File: src/rtl/draw_sequencer.sv
// Frame-level draw controller: generates the frame tick, sequences one-at-a-time
// draw requests to the map/HUD and sprite drawers, and counts overrun frames.
module draw_sequencer #(
    parameter int unsigned FRAME_TICKS = 833333
) (
    input  logic       clock,
    input  logic       reset,
    input  logic       map_change,
    input  logic       hud_dirty,
    input  logic       draw_map_done,
    input  logic       draw_HUD_done,
    input  logic       draw_link_done,
    output logic       draw_map,
    output logic       draw_HUD,
    output logic       erase_link,
    output logic       draw_link,
    output logic       update_pos,
    output logic       frame_tick,
    output logic       busy,
    output logic [7:0] frames_dropped
);
    localparam int unsigned CNT_W  = $clog2(FRAME_TICKS);
    localparam int unsigned DROP_W = 8;
    localparam logic [CNT_W-1:0]  FCNT_LAST = CNT_W'(FRAME_TICKS - 1);
    localparam logic [DROP_W-1:0] DROP_MAX  = '1;

    typedef enum logic [2:0] {
        S_INIT_MAP,
        S_INIT_HUD,
        S_IDLE,
        S_MAP,
        S_HUD,
        S_ERASE,
        S_UPDATE,
        S_DRAW
    } state_e;

    state_e              state_q, state_d;
    logic [CNT_W-1:0]    fcnt_q, fcnt_d;
    logic                frame_tick_q, frame_tick_d;
    logic                map_pend_q, map_pend_d;
    logic                hud_pend_q, hud_pend_d;
    logic                draw_map_q, draw_map_d;
    logic                draw_hud_q, draw_hud_d;
    logic                erase_link_q, erase_link_d;
    logic                draw_link_q, draw_link_d;
    logic                update_pos_q, update_pos_d;
    logic                busy_q, busy_d;
    logic [DROP_W-1:0]   dropped_q, dropped_d;

    logic map_ack_c;
    logic hud_ack_c;
    logic erase_ack_c;
    logic draw_ack_c;
    logic enter_map_c;
    logic enter_hud_c;

    // Done pulses only count while their own request is being held.
    assign map_ack_c   = draw_map_q   & draw_map_done;
    assign hud_ack_c   = draw_hud_q   & draw_HUD_done;
    assign erase_ack_c = erase_link_q & draw_link_done;
    assign draw_ack_c  = draw_link_q  & draw_link_done;

    always_comb begin
        state_d      = state_q;
        fcnt_d       = (fcnt_q == FCNT_LAST) ? '0 : fcnt_q + CNT_W'(1);
        frame_tick_d = (fcnt_q == FCNT_LAST);
        dropped_d    = dropped_q;

        case (state_q)
            S_INIT_MAP: if (map_ack_c)   state_d = S_INIT_HUD;
            S_INIT_HUD: if (hud_ack_c)   state_d = S_IDLE;
            S_IDLE: begin
                if (map_pend_q)        state_d = S_MAP;
                else if (frame_tick_q) state_d = S_ERASE;
            end
            S_MAP:      if (map_ack_c)   state_d = S_HUD;
            S_HUD:      if (hud_ack_c)   state_d = S_IDLE;
            S_ERASE:    if (erase_ack_c) state_d = S_UPDATE;
            S_UPDATE:                    state_d = S_DRAW;
            S_DRAW:     if (draw_ack_c)  state_d = hud_pend_q ? S_HUD : S_IDLE;
            default:                     state_d = S_INIT_MAP;
        endcase

        enter_map_c = (state_d == S_MAP) && (state_q != S_MAP);
        enter_hud_c = (state_d == S_HUD) && (state_q != S_HUD);

        // Set beats clear when both land in the same cycle.
        map_pend_d = map_change | (map_pend_q & ~enter_map_c);
        hud_pend_d = hud_dirty | enter_map_c | (hud_pend_q & ~enter_hud_c);

        // A tick outside IDLE is lost, not queued.
        if (frame_tick_q && (state_q != S_IDLE) && (dropped_q != DROP_MAX)) begin
            dropped_d = dropped_q + DROP_W'(1);
        end

        draw_map_d   = (state_d == S_INIT_MAP) || (state_d == S_MAP);
        draw_hud_d   = (state_d == S_INIT_HUD) || (state_d == S_HUD);
        erase_link_d = (state_d == S_ERASE);
        draw_link_d  = (state_d == S_DRAW);
        update_pos_d = (state_d == S_UPDATE);
        busy_d       = (state_d != S_IDLE);
    end

    always_ff @(posedge clock) begin
        if (reset) begin
            state_q      <= S_INIT_MAP;
            fcnt_q       <= '0;
            frame_tick_q <= 1'b0;
            map_pend_q   <= 1'b0;
            hud_pend_q   <= 1'b0;
            draw_map_q   <= 1'b0;
            draw_hud_q   <= 1'b0;
            erase_link_q <= 1'b0;
            draw_link_q  <= 1'b0;
            update_pos_q <= 1'b0;
            busy_q       <= 1'b0;
            dropped_q    <= '0;
        end else begin
            state_q      <= state_d;
            fcnt_q       <= fcnt_d;
            frame_tick_q <= frame_tick_d;
            map_pend_q   <= map_pend_d;
            hud_pend_q   <= hud_pend_d;
            draw_map_q   <= draw_map_d;
            draw_hud_q   <= draw_hud_d;
            erase_link_q <= erase_link_d;
            draw_link_q  <= draw_link_d;
            update_pos_q <= update_pos_d;
            busy_q       <= busy_d;
            dropped_q    <= dropped_d;
        end
    end

    assign draw_map       = draw_map_q;
    assign draw_HUD       = draw_hud_q;
    assign erase_link     = erase_link_q;
    assign draw_link      = draw_link_q;
    assign update_pos     = update_pos_q;
    assign frame_tick     = frame_tick_q;
    assign busy           = busy_q;
    assign frames_dropped = dropped_q;

endmodule

File: config.mk
export PLATFORM = sky130hd
export DESIGN_NAME = draw_sequencer
export DESIGN_NICKNAME = d
export VERILOG_FILES = /design/src/rtl/draw_sequencer.sv
export SDC_FILE = /design/constraint.sdc
export NUM_CORES = 1
export LEC_CHECK = 0
export BUFFER_PORTS_ARGS = -buffer_cell sky130_fd_sc_hd__buf_2
export CAP_MARGIN = 40
export CELL_PAD_IN_SITES_DETAIL_PLACEMENT = 0
export CELL_PAD_IN_SITES_GLOBAL_PLACEMENT = 1
export CORE_UTILIZATION = 38
export DETAILED_ROUTE_END_ITERATION = 8
export PLACE_DENSITY_LB_ADDON = 0.15
export SLEW_MARGIN = 20
export SYNTH_ARGS = -nofsm -noshare
export SYNTH_HDL_FRONTEND = slang
export SYNTH_SLANG_ARGS = --single-unit
File: constraint.sdc
create_clock -name clock -period 1.7 [get_ports clock]
set_input_delay 0.17 -clock clock [delete_from_list [all_inputs] [get_ports clock]]
set_output_delay 0.17 -clock clock [all_outputs]
set_load 0.05 [all_outputs]
### Word level (Yosys, flattened, before mapping)

Index checks and enable logic that the tools add are counted.

* reductions and logical operators: 10
* add/subtract/negate cells: 2
* equality and inequality tests: 19
* mux-type cells: 9
* bitwise gates (word level): 11

Operators with widths (count)
* $eq A3 B3 Y1 const B: 8
* $mux W3: 8
* $pmux W3 S7: 1
* $add A20 B1 Y20 const B: 1
* $eq A20 B20 Y1 const B: 1
* $eq A3 B2 Y1 const B: 3
* $ne A3 B2 Y1 const B: 3
* $add A8 B1 Y8 const B: 1
* $ne A8 B8 Y1 const B: 1
* $and A1 B1 Y1: 6
* $eq A3 B1 Y1 const B: 2
* $logic_not A3 Y1: 2
* $logic_and A1 B1 Y1: 4
* $reduce_or A2 Y1: 2
* $ne A3 B3 Y1 const B: 1
* $or A1 B1 Y1: 3
* $logic_or A1 B1 Y1: 2
* $not A1 Y1: 2

* register bits: 40
* bits of input ports: 7
* output and inout bits: 15

### Logic depth before layout (Yosys ltp)

Gate-level depths: netlist (run 1).

* depth in word-level cells: 8
* depth in mapped cells: 8
* depth with buffers taken out: 7

### Worst setup path after synthesis (run 1)

OpenSTA, ideal clock, no wires.

* path kind: reg-to-reg
* start: register dropped_q[0] (netlist: frames_dropped[0])
* end: register dropped_q[5] (netlist: frames_dropped[5])
* path slack: -287 ps
* arrival: 1859 ps
* period minus slack after synthesis: 1987 ps
* stages on the path, launching flop included: 7
* cells stage by stage: dfxtp_1 -> ha_1 -> nand3_1 -> o211ai_1 -> nor3_1 -> xnor2_1 -> nor2_1

* word-level cells in the longest chain between the ends: 2
* elaborated cells between the ends (all ways): 3

RTL lines
* from (decl): RTL line 49 `logic [DROP_W-1:0] dropped_q, dropped_d;`
* from (signal assigned): RTL line 131 `dropped_q <= dropped_d;`
* branches (longest 2 deep; another with $add A8 B1 Y8)

Parallel ways; which one is timed is not known.
A chain may end at the register's enable or synchronous reset.

### Worst setup path after layout (run 1)

* start: register state_q[2]
* end: register map_pend_q

* word-level cells in the longest chain between the ends: 8
* elaborated cells between the ends (all ways): 23

RTL lines
* from (decl): RTL line 38 `state_e state_q, state_d;`
* from (signal assigned): RTL line 120 `state_q <= state_d;`
* $eq A3 B3 Y1, or another cell as far along: RTL line 70 `case (state_q)`
* $reduce_or A2 Y1 (no line) or $mux W3 (tied branches)
* $pmux W3 S7: RTL line 70
* $eq A3 B2 Y1: RTL line 85 `enter_map_c = (state_d == S_MAP) && (state_q != S_MAP);`
* $logic_and A1 B1 Y1 (*): RTL line 85
* $not A1 Y1 (*): RTL line 89 `map_pend_d = map_change | (map_pend_q & ~enter_map_c);`
* $and A1 B1 Y1 (*): RTL line 89
* $or A1 B1 Y1 (*): RTL line 89
* to (signal assigned): RTL line 123 `map_pend_q <= map_pend_d;`
* to (decl): RTL line 41 `logic map_pend_q, map_pend_d;`

Every way passes the cells marked *; elsewhere a longest branch is shown, timed or not.

==> results of run 1 <==
## layout make-up
class	count	area, µm²	share of cell area, %
Clock buffer	5	68.8	2.92
Clock inverter	3	42.5	1.81
Inverter	10	37.5	1.59
Multi-Input combinational cell	164	1030	43.6
Sequential cell	40	821	34.9
Tap cell	67	83.8	3.56
Timing Repair Buffer	40	273	11.6
## synthesized netlist by cell type
cell type | instances | share of area, %
nor4_4 | 1 | 1.1
ha_1 | 3 | 2.0
a32oi_1 | 1 | 0.47
o21ai_0 | 4 | 1.1
and3_1 | 5 | 1.7
or2_2 | 1 | 0.34
dfxtp_1 | 40 | 43
o21a_1 | 1 | 0.40
o41ai_1 | 1 | 0.47
o32a_1 | 1 | 0.54
and2_1 | 4 | 1.3
nand2_1 | 16 | 3.2
o31ai_1 | 1 | 0.40
nor4b_1 | 1 | 0.47
buf_4 | 1 | 0.40
and4_1 | 1 | 0.47
o31a_1 | 1 | 0.47
and3b_1 | 2 | 0.94
xor2_1 | 5 | 2.4
or4b_2 | 1 | 0.54
nand4_1 | 7 | 2.4
nand2b_1 | 2 | 0.67
nor4_1 | 3 | 1.0
o211ai_1 | 1 | 0.40
a31o_1 | 1 | 0.47
or3b_1 | 1 | 0.47
o211a_1 | 1 | 0.54
a21oi_1 | 3 | 0.81
nor3_1 | 7 | 1.9
nor2b_1 | 3 | 1.0
nand3_1 | 12 | 3.2
xnor2_1 | 19 | 9.0
nor2_1 | 46 | 9.3
inv_1 | 10 | 2.0
and3_4 | 1 | 0.61
or2_1 | 1 | 0.34
buf_2 | 3 | 0.81
o311a_1 | 1 | 0.54
a2bb2oi_1 | 1 | 0.47
clkbuf_1 | 3 | 0.61
mux2i_1 | 1 | 0.54
or3_1 | 3 | 1.0
## worst paths after layout
check                          end
max          map_pend_q$_SDFF_PP0_
min          hud_pend_q$_SDFF_PP0_
max reg2reg  map_pend_q$_SDFF_PP0_
min reg2reg   fcnt_q[0]$_SDFF_PP0_
## metrics by stage
step	setup WS (ps)	utilization [%]	cell area [µm²]
floorplan	0.324	-	1870
global placement	-28.5	46.5	2200
detailed placement	-45.7	46.5	2200
CTS	-18.4	49.0	2310
global route	-73.3	49.8	2350
finish	5.48	49.8	2350
## power by group
group	internal (mW)	switching, mW	total [mW]
logic	0.0789	0.114	0.193
clock network	0.435	0.347	0.782
registers	0.959	0.0164	0.975
total	1.47	0.477	1.95
## metal layers
metal  global-route usage, %  wire [µm]
met2                    27.7       1760
met5                       0          0
met4                    7.19         46
met3                    3.33        117
met1                    20.7       1910
## layout by cell type, fill, tap and decap left out, types with 2 or more instances in the layout
cell type and instances:
a21oi_1 3, and2_1 4, and3_1 5, and3b_1 2, buf_12 2, buf_2 21, buf_4 17, clkbuf_8 5
dfxtp_1 28, dfxtp_2 10, dfxtp_4 2, ha_1 3, inv_1 10, nand2_1 16, nand2b_1 2, nand3_1 12
nand4_1 7, nor2_1 46, nor2b_1 2, nor3_1 7, nor4_1 2, nor4_4 2, o21ai_0 3, or2_4 2
or3_1 3, xnor2_1 19, xor2_1 5
## sequential cells by signal, indices dropped and copies added, names as in the netlist
name,cells
busy,1
draw_HUD,1
draw_link,1
draw_map,1
erase_link,1
fcnt_q,20
frame_tick,1
frames_dropped,8
hud_pend_q,1
map_pend_q,1
state_q,3
update_pos,1
## cells by family (layout without fill, tap and decap cells)
kind of cell    Yosys count  count (layout)  synth area share, %
mux                       1               1                0.539
fa+ha+maj                 3               3                 2.02
simple gates            118             118                 32.1
buf+inv                  17              58                 3.84
flops                    40              40                 43.1
xor+xnor                 24              24                 11.3
compound gates           18              18                 7.08
## what timing repair did
action / 4_1_cts / 5_1_grt
resized for setup: 1 / 10
pin swaps: 1 / 8
endpoints found under the setup margin: 21 / 29
## worst max-delay path, cell delays in order (launching register included)
cell and delay (ps):
dfxtp_1 320, or3b_4 390, o32a_1 200, and3_4 210
or2_4 230, o31a_1 230
==> results by group, run 1 <==
Setup path
  – Worst reg-to-reg path cell count: 5
  – Critical path class: reg -> reg
  – RR Startpoint: state_q[2]$_SDFF_PP0_
  – Worst reg2reg setup slack: 5 ps
  – Worst setup EP type: flip-flop
  – Critical Path AT: about 1900 ps
  – Worst setup SP type: flip-flop
  – Critical-path maximum fanout: 5
  – Crit path from: state_q[2]$_SDFF_PP0_
  – Worst path required time: around 1900 ps

Placed design
  – Cells after DPL: ~320
  – Port-buffer cells: 21
  – Post-detail-place hpwl: around 2800 µm
  – Placer Congestion: 0.809

Yosys
  – Syn Nets: 231
  – Cells after synthesis: 221
  – Post-synthesis sequential area ratio: 43.1%
  – Mapped Area: about 0.0019 mm²
  – #FFs+latches synth: 40
  – Avg Synthesized Cell Area: around 8.4 µm²
  – Yosys warns: 0
  – Synth cell types: between 40 and 50

Clock network
  – Hold-fix buffers at CTS: 0
  – Root Buffer: clkbuf_8
  – Worst skew pair latency: 290 ps
  – Cts bufs inserted: 5
  – Clk slew on worst S/H paths: 80 ps
  – Setup bufs post-CTS: 0
  – Clk buf depth: 2
  – Total number of H-tree levels: 2
  – Sink Count: 40
  – TritonCTS clock tree: yes

Floorplan
  – Die Span X: 71.9 µm
  – Core Box Area: 0.00472 mm²
  – Die footprint: 0.00517 mm²
  – IO Pins: 22
  – Die Ht: 71.9 µm
  – FP Rows: 25
  – Initial Util: between 30% and 40%

Layout
  – Area Overhead vs Synth: 26.8%
  – Fin cells: approximately 330
  – # fillers: 452
  – Inserted Diodes: 0
  – Share of layout cells above drive strength 1: 26.3%
  – Fin nets: approximately 270

Pwr
  – Power Density: slightly above 800 mW/mm²
  – Leak: 0.942 nW
  – Worst vdd ir: 0.000502 V
  – Tot Pwr: 1.95 mW

Detailed routing
  – Routed length per placed instance: 11.6 µm
  – DRT Wirelength: 3830 µm
  – Remaining DRCs: 0
  – Via-to-Cell Ratio: 4.74
  – Routed Antenna Nets: 0
  – Detailed-route via count: 1558
  – Iter 0 DRT Violations: 78
  – Drt first pass iters: 4

STA
  – Setup Viol. Count Final: 0
  – Endpoints failing hold: 0
  – Max_slew headroom: just under 80%
  – Post-route setup TNS: 0 ps
  – Least-Margin Pin Slew: 344 ps
  – Max-slew violations: 0
  – Tcrit/Tclk final: 99.7%
  – Worst hold slack: 115 ps
  – Tmin final: 1690 ps
  – Worst Skew: 9.81 ps
  – RSZ-0062 raised after global routing: yes
  – Fmax: between 500 and 600 MHz

Global routing
  – Overflow after GRT: 0
  – Vias in the first global route: approximately 1500
  – Largest net degree at the start of global routing: 19
  – First-pass GRT wire length: 6630 µm
  – GRT Util Overall: 16.5%
  – Initial antenna violation count: 0

Run status
  – Outcome: complete, no violations

Min path
  – HP Class: in -> reg
  – Hold path startpoint: hud_dirty
  – Worst hold stages: 3

Run
  – Maxcap violations: 0
Note: power is estimated with default switching activity, not from simulation.
==> run 2, diff against run 1 <==
CORE_ASPECT_RATIO = 0.7   (was not set)
==> results by group, run 2 (synthesis gave the netlist of run 1 again) <==
Global routing
  – GRT busiest layer: met1
  – Vias in the first global route: 1408 (-4.5%)
  – Largest net degree at the start of global routing: 21 (+2)
  – Met3 Track Usage GR: 4.49% (+1.2 points)
  – GRT met2 Usage: 23.3% (-4.4 points)
  – First-pass GRT wire length: 6560 µm (-1.1%)
  – GRT Util Overall: 16.8% (+0.26 points)
  – GR Util met1: 24.5% (+3.8 points)
  – Initial antenna violation count: 0 (unchanged)
  – Overflow after GRT: 0 (unchanged)

Layout
  – Share of layout cells above drive strength 1: 26.1% (-0.28 points)
  – # fillers: 437 (-3.3%)
  – Multi-input logic area: 0.00103 mm² (+0.12%)
  – Biggest register: fcnt_q
  – Max FFs per register: 20 (unchanged)
  – Inserted Diodes: 0 (unchanged)
  – Storage cell area: 820 µm² (-0.15%)
  – Area Overhead vs Synth: 24.8%
  – Most frequent cells in the layout: 45 x nor2_1, 29 x dfxtp_1, 21 x buf_2, 19 x xnor2_1
  – Fin nets: 270 (-0.37%)
  – Commonest non-fill, non-tap cell in the layout: nor2_1

Clock network
  – Clk buf depth: 2 (unchanged)
  – Setup bufs post-CTS: 0 (unchanged)
  – Hold-fix buffers at CTS: 0 (unchanged)
  – Total number of H-tree levels: 2 (unchanged)
  – TritonCTS clock tree: yes
  – Worst skew pair latency: 300 ps (about the same)
  – Cts bufs inserted: 5 (unchanged)
  – Sink Count: 40 (unchanged)
  – Root Buffer: clkbuf_8
  – Clk slew on worst S/H paths: 70 ps (about the same)

Floorplan
  – Core Box Area: 0.00450 mm² (-4.6%)
  – Die footprint: 0.00517 mm² (about the same)
  – Die Span X: 85.6 µm (+19%)
  – IO Pins: 22 (unchanged)
  – FP Rows: 20 (-20%)
  – Initial Util: 41.2% (+1.9 points)
  – Die Ht: 60.5 µm (-16%)

Setup path
  – Critical-path maximum fanout: 5 (unchanged)
  – Critical path class: reg -> reg
  – Critical Path AT: 1920 ps (+40 ps)
  – Worst setup SP type: flip-flop
  – Worst setup EP type: flip-flop
  – Worst path required time: 1890 ps (about the same)

STA
  – Least-Margin Pin Slew: 356 ps (+12.3 ps)
  – Endpoints failing hold: 0 (unchanged)
  – Fmax: 576 MHz (-2.4%)
  – Max_slew headroom: 76.2% (-0.82 points)
  – Worst Slack Setup Final: -36.1 ps (-41.6 ps)
  – Tmin final: 1740 ps (+41.6 ps)
  – Setup Viol. Count Final: 1 (+1)
  – Max-slew violations: 0 (unchanged)
  – Tcrit/Tclk final: 102% (+2.4 points)
  – Worst Skew: 6.12 ps (-3.69 ps)
  – RSZ-0062 raised after global routing: yes

Detailed routing
  – Detailed-route via count: 1556 (-0.13%)
  – Routed Antenna Nets: 0 (unchanged)
  – Routed length per placed instance: 12.6 µm (+8.0%)
  – Via-to-Cell Ratio: 4.92 (+4.0%)
  – DRT Wirelength: 3970 µm (+3.7%)
  – Drt first pass iters: 4 (unchanged)
  – Iter 0 DRT Violations: 33 (-58%)
  – Remaining DRCs: 0 (unchanged)

Placed design
  – Port-buffer cells: 21 (unchanged)
  – Placer Congestion: 0.777 (-3.9%)
  – DP Worst Slack: -51.8 ps (-6.16 ps)
  – Post-detail-place hpwl: 2790 µm (+0.87%)

Min path
  – HP Class: in -> reg

Pwr
  – Power Density: 791 mW/mm² (-4.6%)
  – Tot Pwr: 1.83 mW (-6.0%)
  – Worst vdd ir: 0.000485 V (-3.3%)
  – Leak: 0.931 nW (-1.1%)

Run status
  – Failing checks: negative setup slack
  – Outcome: finished, violations left

Run
  – Maxcap violations: 0 (unchanged)
run 2: path summary, 6_finish.rpt:
path                                       startpoint                    end  slack (ps)  cells after the start
worst max-delay path            state_q[2]$_SDFF_PP0_  map_pend_q$_SDFF_PP0_         -40                      5
worst min-delay path                        hud_dirty  hud_pend_q$_SDFF_PP0_         120                      3
worst min register to register   fcnt_q[0]$_SDFF_PP0_   fcnt_q[0]$_SDFF_PP0_         460                      1
worst max register to register  state_q[2]$_SDFF_PP0_  map_pend_q$_SDFF_PP0_         -40                      5
run 2: where the power goes:
| part | internal, mW | total [mW] | switching, mW |
|---|---|---|---|
| clock network | 0.324 | 0.665 | 0.340 |
| registers | 0.959 | 0.977 | 0.0177 |
| logic | 0.0771 | 0.191 | 0.114 |
| total | 1.36 | 1.83 | 0.472 |
run 2: critical path, stage by stage, from the launching register on:
cell and delay [ps]:
dfxtp_1 330, or3b_4 390, o32a_1 200, and3_4 210, or2_1 230, o31a_1 270
run 2: routing by layer:
| metal | share of wire, % | routed length [µm] |
|---|---|---|
| met1 | 58 | 2290 |
| met5 | 0 | 0 |
| met3 | 3.7 | 147 |
| met4 | 1.3 | 52 |
| met2 | 37 | 1480 |
run 2: what timing repair did:
item                                    in CTS  in global routing
endpoints found under the setup margin       3                 18
resized for setup                            2                  8
cloned                                       0                  1
pin swaps                                    1                  4
run 2: area by class of cell:
cell class / instances / share of cell area (%)
Tap cell: 55 / 2.97
Inverter: 10 / 1.62
Clock buffer: 6 / 3.56
Timing Repair Buffer: 39 / 11.7
Clock inverter: 2 / 0.432
Sequential cell: 40 / 35.4
Multi-Input combinational cell: 164 / 44.4
run 2: stage by stage:
| stage | utilization [%] | TNS, ps | cells | hold WS, ps | cell area [µm²] |
|---|---|---|---|---|---|
| after floorplan | - | 0 | 221 | 307 | 1870 |
| after global placement | 47.8 | -122 | 307 | 432 | 2150 |
| after detailed placement | 47.8 | -69.6 | 307 | 428 | 2150 |
| after CTS | 50.1 | -31.2 | 315 | 116 | 2250 |
| after global routing | 51.4 | -293 | 316 | 145 | 2320 |
| final | 51.4 | -36.1 | 316 | 125 | 2320 |
